--- config.mk ---
export PLATFORM = sky130hd
export DESIGN_NAME = note_lane_renderer
export DESIGN_NICKNAME = d
export VERILOG_FILES = /design/src/rtl/note_lane_renderer.sv
export SDC_FILE = /design/constraint.sdc
export NUM_CORES = 1
export LEC_CHECK = 0
export BUFFER_PORTS_ARGS = -buffer_cell sky130_fd_sc_hd__buf_2
export CAP_MARGIN = 20
export CELL_PAD_IN_SITES_DETAIL_PLACEMENT = 1
export CELL_PAD_IN_SITES_GLOBAL_PLACEMENT = 1
export CORE_MARGIN = 3
export CORE_UTILIZATION = 30
export DETAILED_ROUTE_END_ITERATION = 10
export HOLD_SLACK_MARGIN = 0.15
export PLACE_DENSITY = 0.67
export SYNTH_ARGS = -nofsm -noshare
export SYNTH_HDL_FRONTEND = slang
export SYNTH_SLANG_ARGS = --single-unit
--- constraint.sdc ---
create_clock -name clock -period 9.52 [get_ports clock]
set_input_delay 0.476 -clock clock [delete_from_list [all_inputs] [get_ports clock]]
set_output_delay 0.476 -clock clock [all_outputs]
set_load 0.02 [all_outputs]
--- src/rtl/note_lane_renderer.sv ---
// Note lane renderer: per-lane note shift registers advanced on a beat, then each lane box
// is drawn pixel by pixel to the VGA adapter. Optional macro NOTE_LANE_HIT_COLOUR_EN.
module note_lane_renderer #(
  parameter int unsigned LANES       = 3,
  parameter int unsigned DEPTH       = 4,
  parameter int unsigned BOX_W       = 60,
  parameter int unsigned BOX_H       = 60,
  parameter int unsigned LANE_PITCH  = 60,
  parameter int unsigned ORIGIN_X    = 0,
  parameter int unsigned ORIGIN_Y    = 120,
  parameter logic [2:0]  NOTE_COLOUR = 3'b111,
  parameter logic [2:0]  BG_COLOUR   = 3'b000
) (
  input  logic                   clock,
  input  logic                   reset,
  input  logic                   load_pattern,
  input  logic [LANES*DEPTH-1:0] pattern_in,
  input  logic                   shift_song,
  input  logic                   song_done,
  input  logic [LANES-1:0]       hit_in,
  input  logic                   plot_ready,
  output logic [8:0]             vga_x,
  output logic [7:0]             vga_y,
  output logic [2:0]             vga_colour,
  output logic                   vga_plot,
  output logic [LANES-1:0]       current_notes,
  output logic                   busy,
  output logic                   frame_done,
  output logic                   shift_overrun
);

  localparam int unsigned NW  = LANES * DEPTH;
  localparam int unsigned LW  = (LANES > 1) ? $clog2(LANES) : 1;
  localparam int unsigned PXW = (BOX_W > 1) ? $clog2(BOX_W) : 1;
  localparam int unsigned PYW = (BOX_H > 1) ? $clog2(BOX_H) : 1;
  localparam logic [2:0]  HIT_COLOUR = 3'b010;

  typedef enum logic [1:0] {IDLE, DRAW, DONE} state_e;

  state_e           state_q, state_d;
  logic [NW-1:0]    lanes_q, lanes_d;
  logic [LANES-1:0] cur_q, cur_d;
  logic             pending_q, pending_d;
  logic             overrun_q, overrun_d;
  logic [LW-1:0]    lane_q, lane_d;
  logic [PXW-1:0]   px_q, px_d;
  logic [PYW-1:0]   py_q, py_d;
  logic [8:0]       x_q, x_d;
  logic [7:0]       y_q, y_d;
  logic [2:0]       col_q, col_d;
  logic             plot_q, plot_d;
  logic             busy_q, busy_d;
  logic             done_q, done_d;

  logic [NW-1:0]    shifted_c;
  logic [LANES-1:0] head_c;
  logic             beat_c;
  logic             do_shift_c;

`ifdef NOTE_LANE_HIT_COLOUR_EN
  logic [LANES-1:0] hit_q, hit_d;
`else
  logic             unused_hit;
  assign unused_hit = ^hit_in;
`endif

  // Per-lane one-slot advance: bit 0 leaves to the play line, zero enters at the top.
  always_comb begin
    shifted_c = '0;
    head_c    = '0;
    for (int i = 0; i < int'(LANES); i++) begin
      shifted_c[i*DEPTH +: DEPTH] = lanes_q[i*DEPTH +: DEPTH] >> 1;
      head_c[i]                   = lanes_q[i*DEPTH];
    end
  end

  // A beat is ignored when a higher-priority control is active in the same cycle.
  assign beat_c = shift_song & ~load_pattern;

  always_comb begin
    state_d    = state_q;
    lanes_d    = lanes_q;
    cur_d      = cur_q;
    pending_d  = pending_q;
    overrun_d  = overrun_q;
    lane_d     = lane_q;
    px_d       = px_q;
    py_d       = py_q;
    x_d        = x_q;
    y_d        = y_q;
    col_d      = col_q;
    do_shift_c = 1'b0;
`ifdef NOTE_LANE_HIT_COLOUR_EN
    hit_d      = hit_q;
`endif

    if (song_done) begin
      lanes_d   = '0;
      cur_d     = '0;
      pending_d = 1'b0;
      state_d   = IDLE;
      lane_d    = '0;
      px_d      = '0;
      py_d      = '0;
    end else begin
      if (load_pattern) lanes_d = pattern_in;

      unique case (state_q)
        IDLE: begin
          if (pending_q || beat_c) begin
            do_shift_c = 1'b1;
            pending_d  = pending_q & beat_c;
          end
        end
        DRAW: begin
          if (beat_c) begin
            if (pending_q) overrun_d = 1'b1;
            else           pending_d = 1'b1;
          end
          // Raster order inside a box: px fastest, then py, then lane.
          if (plot_q && plot_ready) begin
            if (px_q == PXW'(BOX_W - 1)) begin
              px_d = '0;
              if (py_q == PYW'(BOX_H - 1)) begin
                py_d = '0;
                if (lane_q == LW'(LANES - 1)) begin
                  lane_d  = '0;
                  state_d = DONE;
                end else begin
                  lane_d = lane_q + 1'b1;
                end
              end else begin
                py_d = py_q + 1'b1;
              end
            end else begin
              px_d = px_q + 1'b1;
            end
          end
        end
        DONE: begin
          if (pending_q) begin
            do_shift_c = 1'b1;
            pending_d  = 1'b0;
            if (beat_c) overrun_d = 1'b1;
          end else begin
            state_d = IDLE;
            if (beat_c) pending_d = 1'b1;
          end
        end
        default: state_d = IDLE;
      endcase

      if (do_shift_c) begin
        cur_d = head_c;
        if (!load_pattern) lanes_d = shifted_c;
        state_d = DRAW;
        lane_d  = '0;
        px_d    = '0;
        py_d    = '0;
`ifdef NOTE_LANE_HIT_COLOUR_EN
        hit_d   = hit_in;
`endif
      end
    end

    // Pixel outputs are computed from the next counters so they are registered with them.
    if (state_d == DRAW) begin
      x_d   = 9'(ORIGIN_X + LANE_PITCH * 32'(lane_d) + 32'(px_d));
      y_d   = 8'(ORIGIN_Y + 32'(py_d));
      col_d = BG_COLOUR;
      if (cur_d[lane_d]) begin
`ifdef NOTE_LANE_HIT_COLOUR_EN
        col_d = hit_d[lane_d] ? HIT_COLOUR : NOTE_COLOUR;
`else
        col_d = NOTE_COLOUR;
`endif
      end
    end

    plot_d = (state_d == DRAW);
    busy_d = (state_d == DRAW);
    done_d = (state_d == DONE);
  end

  always_ff @(posedge clock or negedge reset) begin
    if (!reset) begin
      state_q   <= IDLE;
      lanes_q   <= '0;
      cur_q     <= '0;
      pending_q <= 1'b0;
      overrun_q <= 1'b0;
      lane_q    <= '0;
      px_q      <= '0;
      py_q      <= '0;
      x_q       <= '0;
      y_q       <= '0;
      col_q     <= '0;
      plot_q    <= 1'b0;
      busy_q    <= 1'b0;
      done_q    <= 1'b0;
    end else begin
      state_q   <= state_d;
      lanes_q   <= lanes_d;
      cur_q     <= cur_d;
      pending_q <= pending_d;
      overrun_q <= overrun_d;
      lane_q    <= lane_d;
      px_q      <= px_d;
      py_q      <= py_d;
      x_q       <= x_d;
      y_q       <= y_d;
      col_q     <= col_d;
      plot_q    <= plot_d;
      busy_q    <= busy_d;
      done_q    <= done_d;
    end
  end

`ifdef NOTE_LANE_HIT_COLOUR_EN
  always_ff @(posedge clock or negedge reset) begin
    if (!reset) hit_q <= '0;
    else        hit_q <= hit_d;
  end
`endif

  assign vga_x         = x_q;
  assign vga_y         = y_q;
  assign vga_colour    = col_q;
  assign vga_plot      = plot_q;
  assign current_notes = cur_q;
  assign busy          = busy_q;
  assign frame_done    = done_q;
  assign shift_overrun = overrun_q;

endmodule
Word-level counts from Yosys, hierarchy flattened. Cells that the tools add are included.

Bits in latches: 0. Memory bits (writable): 0. Memory bits (read-only): 0. Memories: 0. Bits of input ports: 21. Register bits: 55. Word-level logic and storage cells: 93.

Shift-type cells: 0. Equality and inequality tests: 13. Muxes and demuxes: 49. $mul: 1. Reduce and logical (&&, ||, !) cells: 7. Add/sub/neg operators: 5. Bitwise operators: 4. Divide/modulo/power cells: 0. Order comparisons: 1.

Operators with widths (count): 6-bit 2-to-1 mux (11); 12-bit 2-to-1 mux (4); 2-bit 2-to-1 mux (14); 6-bit by 1-bit adder with 6-bit output (second input constant) (2); 6-bit equality test (second input constant) (2); 1-bit 2-to-1 mux (12); 8-bit by 6-bit adder with 9-bit output (1); 3-bit 2-to-1 mux (3); 7-bit by 6-bit adder with 8-bit output (first input constant) (1); 2-bit != test (second input constant) (4); 2-bit equality test (second input constant) (3); 4-bit by 2-bit multiplier with 6-bit output (first input constant) (1); 3-bit != test (second input constant) (2); 2-bit case mux with 3 select lines (1); 6-bit AND reduction (1); 2-bit by 1-bit equality test with 1-bit output (second input constant) (2); 1-bit case mux with 2 select lines (2); 4-bit nonzero test (1); 2-bit by 3-bit < comparator with 1-bit output (second input constant) (1); 1-bit case mux with 3 select lines (1); 3-bit AND reduction (1); 2-bit by 1-bit adder with 2-bit output (second input constant) (1); 1-bit AND (2); 1-bit binary-select mux with 2-bit select (1); 5 further kinds (6).

Depth between registers and ports, before layout.
Depth in word-level cells: 11. Gate-level depth with buffers: 17. Mapped depth without buffers: 16.

Worst setup path before layout. No wires, ideal clock.

Path type: reg2reg. Start: register state_q[1]. End: register x_q[7], in the netlist vga_x[7]. Setup time: 0.121 ns. Clock period less this slack: 3.111 ns. Data required time: 9.399 ns. Stages on the path, launching flop included: 16. Buffers on the path: 0. Slack: 6.409 ns. Arrival time: 2.990 ns. Cell sequence: dfrtp_1 -> inv_1 -> ha_1 -> nand4b_1 -> nor4_2 -> nand2_1 -> a21oi_1 -> ha_1 -> inv_1 -> ha_1 -> a21o_1 -> a21oi_1 -> nor2b_1 -> o21ai_0 -> xor2_1 -> o21ai_1.

Elaborated cells between the ends (all ways): 22. Those cells by class: add/sub: 1; mul: 1; eq/ne: 3; mux: 16; reduce/logical: 1.

RTL lines: from (decl) (RTL line 40) `state_e state_q, state_d;`; from (signal assigned) (RTL line 202) `state_q <= state_d;`; 2-bit equality test / 2-bit zero test (equally long branches) (RTL line 108) `unique case (state_q)`; 1-bit case mux with 2 select lines (RTL line 108); 1-bit 2-to-1 mux (RTL line 97) `if (song_done) begin`; 2-bit 2-to-1 mux (*) (RTL line 153) `if (do_shift_c) begin`; 2-bit 2-to-1 mux (*) (RTL line 97); named net lane_d[1] (RTL line 45) `logic [LW-1:0] lane_q, lane_d;`; 4-bit by 2-bit multiplier with 6-bit output (*) (RTL line 168) `x_d = 9'(ORIGIN_X + LANE_PITCH * 32'(lane_d) + 32'(px_d));`; 8-bit by 6-bit adder with 9-bit output (*) (RTL line 168); to (signal assigned) (RTL line 195) `x_q <= '0;`; to (signal assigned) (RTL line 210) `x_q <= x_d;`; to (decl) (RTL line 48) `logic [8:0] x_q, x_d;`.

Mark *: on every way through the listed nets, which the timed path passes. The rest lies on a longest branch. The select of a mux whose other input is x is not followed. A chain may end at the register's enable or synchronous reset.

Final worst setup path. Same ends and word-level chain as after synthesis.

==> metrics <==
Mapped Nets=339; row cnt=35; largest net degree at the start of global routing=54; Final Slew Violations=0; post-synthesis cell type count=54; detail-routed via count per cell=around 4.8; CTS resizes=0; CP arrival=3940 ps; number of flops mapped to enable cells by yosys=0; mux cell area share after synthesis=3.35%; drt first pass iters=4; Final Skew=about 6.6 ps; top cells by area, synth=dfrtp_1 (46%), ha_1 (6.5%), nand2_1 (6.5%); initial antenna violation count=0; Final ANT Viol Nets=0; DR WL/cell=14.4 um; Finish-stage setup viols=0; CP required=9720 ps; Finished Core Util=35.2%; first-pass GRT wire length=11800 um; Hold Fails Final Rpt=0; area leader, netlist=dfrtp_1; fillers=about 1100; top cells by count, synth=dfrtp_1 (53), nand2_1 (50), a21oi_1 (34); number of buffers added for setup after CTS=0; Hold Crit Class=primary input to asynchronous set/reset pin; area share of fa/ha/maj cells after synthesis=7.23%; register area share after synthesis=46.1%; Fmax=roughly 270 MHz; hold_buf cts=0; CP cell instances=inv_1 -> ha_1 -> nand4b_1 -> nor4_2 -> nand2_1 -> a21oi_1 -> ha_1 -> inv_1 -> ha_1 -> a21o_1 -> a21oi_1 -> nor2b_1 -> o21ai_0 -> xor2_1 -> o21ai_1; layout cells sized above 1=20.5%; CP Launch Type=register; vias in the first global route=2444; nets=377; synthesized instance count=~300; via count=2244; Max-slew headroom=53.8%; Worst R2R Setup Slack=5780 ps; initial cell density of the core=31.0%; Die H=104 um; YS warnings=0; Worst-Skew Late Latency=310 ps; Syn Area/Cell=9.52 um2; static leakage=~1.6 nW; status=complete, no violations; Reg clk slew, reported paths=100 ps; diodes inserted=0; critical path class=register to register; Seq cells post-synth=53; Synth top area share=46.1%; initial drt markers=104; final WL=a little under 7000 um; root buffer cell=clkbuf_8; minimum clock period=3740 ps; Synth-to-Final Area Change=13.8%; Synth Area in Compound Gates=15.3%; family with the most delay on the worst path=compound AO/OA/AOI/OAI gates; H-Tree Depth=2; Die W=roughly 100 um; CTS tree=built; Port Buffer Count=44; CP max FO=8; WP buf/inv=2; PnR worst setup slack=5780 ps; Synth Area in Simple Gates=18.9%; grt ovf=0; dpl ws=5650 ps; die area=about 11000 um2; GRT Util Overall=13.1%; Fin Setup TNS=0 ps; core area=9280 um2; Ports=48; TritonCTS buffer count=5; slowest CP cell=nor4_2; main combinational cell family by area after synthesis=simple AND/OR/NAND/NOR gates; Syn Std Cell Area=2870 um2; Final Cycle Share=~39%; most common cell in the netlist=dfrtp_1; gpl congestion=0.746; Worst VDD drop=between 0.05 and 0.06 mV; DR DRC count=0; crit-path most repeated cell=ha_1; Post-synth ARST share=between 90% and 100%; clock buffer depth=2; post-synthesis xor/xnor area fraction=3.66%; most common flop cell mapped by yosys=dfrtp_1; Post-DP HPWL=4860 um; Setup crit end kind=register; RSZ-0062 raised after global routing=false; max-cap viol count=0; Slew @ Worst Pin=694 ps; crit-path max cell delay=540 ps; Cell Pwr Density=136 nW/um2; clk sinks=53
metrics by stage:
step                      std cells  hold slack (ps)  cell area, um2  power (W)
after floorplan                 302              180            2870   0.000289
after global placement          462              457            3170   0.000310
after detailed placement        462              456            3170   0.000312
after CTS                       470              317            3270   0.000452
after global routing            470              351            3270   0.000468
final                           470              280            3270   0.000444
final timing paths:
kind | start | endpoint | cells after the start
worst max-delay path | state_q[1]$_DFF_PN0_ | vga_x[7]$_DFFE_PN0P_ | 15
worst min-delay path | reset | vga_y[5]$_DFFE_PN0P_ | 2
worst max register to register | state_q[1]$_DFF_PN0_ | vga_x[7]$_DFFE_PN0P_ | 15
worst min register to register | shift_overrun$_DFFE_PN0P_ | shift_overrun$_DFFE_PN0P_ | 1
max in group asynchronous | reset | current_notes[1]$_DFF_PN0_ | 2
min in group clock | pattern_in[3] | lanes_q[3]$_DFF_PN0_ | 3
worst register-to-register path, cell delays in order, from the launching register on:
cell and delay (ps):
dfrtp_1 440, inv_1 100, ha_1 320, nand4b_1 250
nor4_2 540, nand2_1 110, a21oi_1 360, ha_1 300
inv_1 90, ha_1 240, a21o_1 180, a21oi_1 210
nor2b_1 70, o21ai_0 180, xor2_1 170, o21ai_1 70
cell families (layout without fill, tap and decap cells):
group | Yosys count | in the layout
buffers and inverters | 30 | 69
xor gates and xnor gates | 12 | 12
DFF | 53 | 53
and+or+nand+nor | 112 | 112
muxes | 8 | 8
AOI/OAI and AO/OA | 71 | 71
adders and majority gates | 16 | 16
state kept, by name (all words and copies together) (netlist names), 2 cells and up:
name and flops:
py_q 6, vga_x 9, state_q 2, px_q 6, current_notes 3, lanes_q 12, vga_y 8, lane_q 2
final cells by class:
cell class                      count  area (um2)  share of cell area, %
Inverter                           15        56.3                   1.72
Tap cell                          129         161                   4.94
Clock inverter                      2        13.8                  0.421
Clock buffer                        6        82.6                   2.53
Sequential cell                    53        1330                   40.6
Timing Repair Buffer               46         235                   7.19
Multi-Input combinational cell    219        1390                   42.6
report_power, final:
part | internal, W | total, W | leakage (nW) | switching [W]
logic | 0.0000212 | 0.0000646 | 0.785 | 0.0000434
clock network | 0.0000592 | 0.000139 | 0.0512 | 0.0000796
registers | 0.000235 | 0.000241 | 0.716 | 0.00000596
total | 0.000315 | 0.000444 | 1.55 | 0.000129
layout by cell type, fill, tap and decap left out, drive strengths merged, types with 2 or more instances in the layout:
cell type	Yosys	routed
ha	15	15
xor2	8	8
nor2b	3	3
nand3	4	4
nor3	3	3
buf	10	46
a21oi	35	35
nor4	2	2
mux2	7	7
nand2b	3	3
nand2	51	51
o31ai	2	2
o21ai	16	16
a31oi	4	4
dfrtp	53	53
and3	2	2
a211oi	2	2
clkbuf	5	6
nor2	30	30
a21o	3	3
xnor2	4	4
nand4	7	7
clkinv	0	2
inv	15	15
layer usage:
layer,global-route usage [%],share of wire (%)
met1,16.9,46
met5,0,0
met3,2.92,3.3
met4,3.32,1.0
met2,22.5,49
Note: power is estimated with default switching activity, not from simulation.
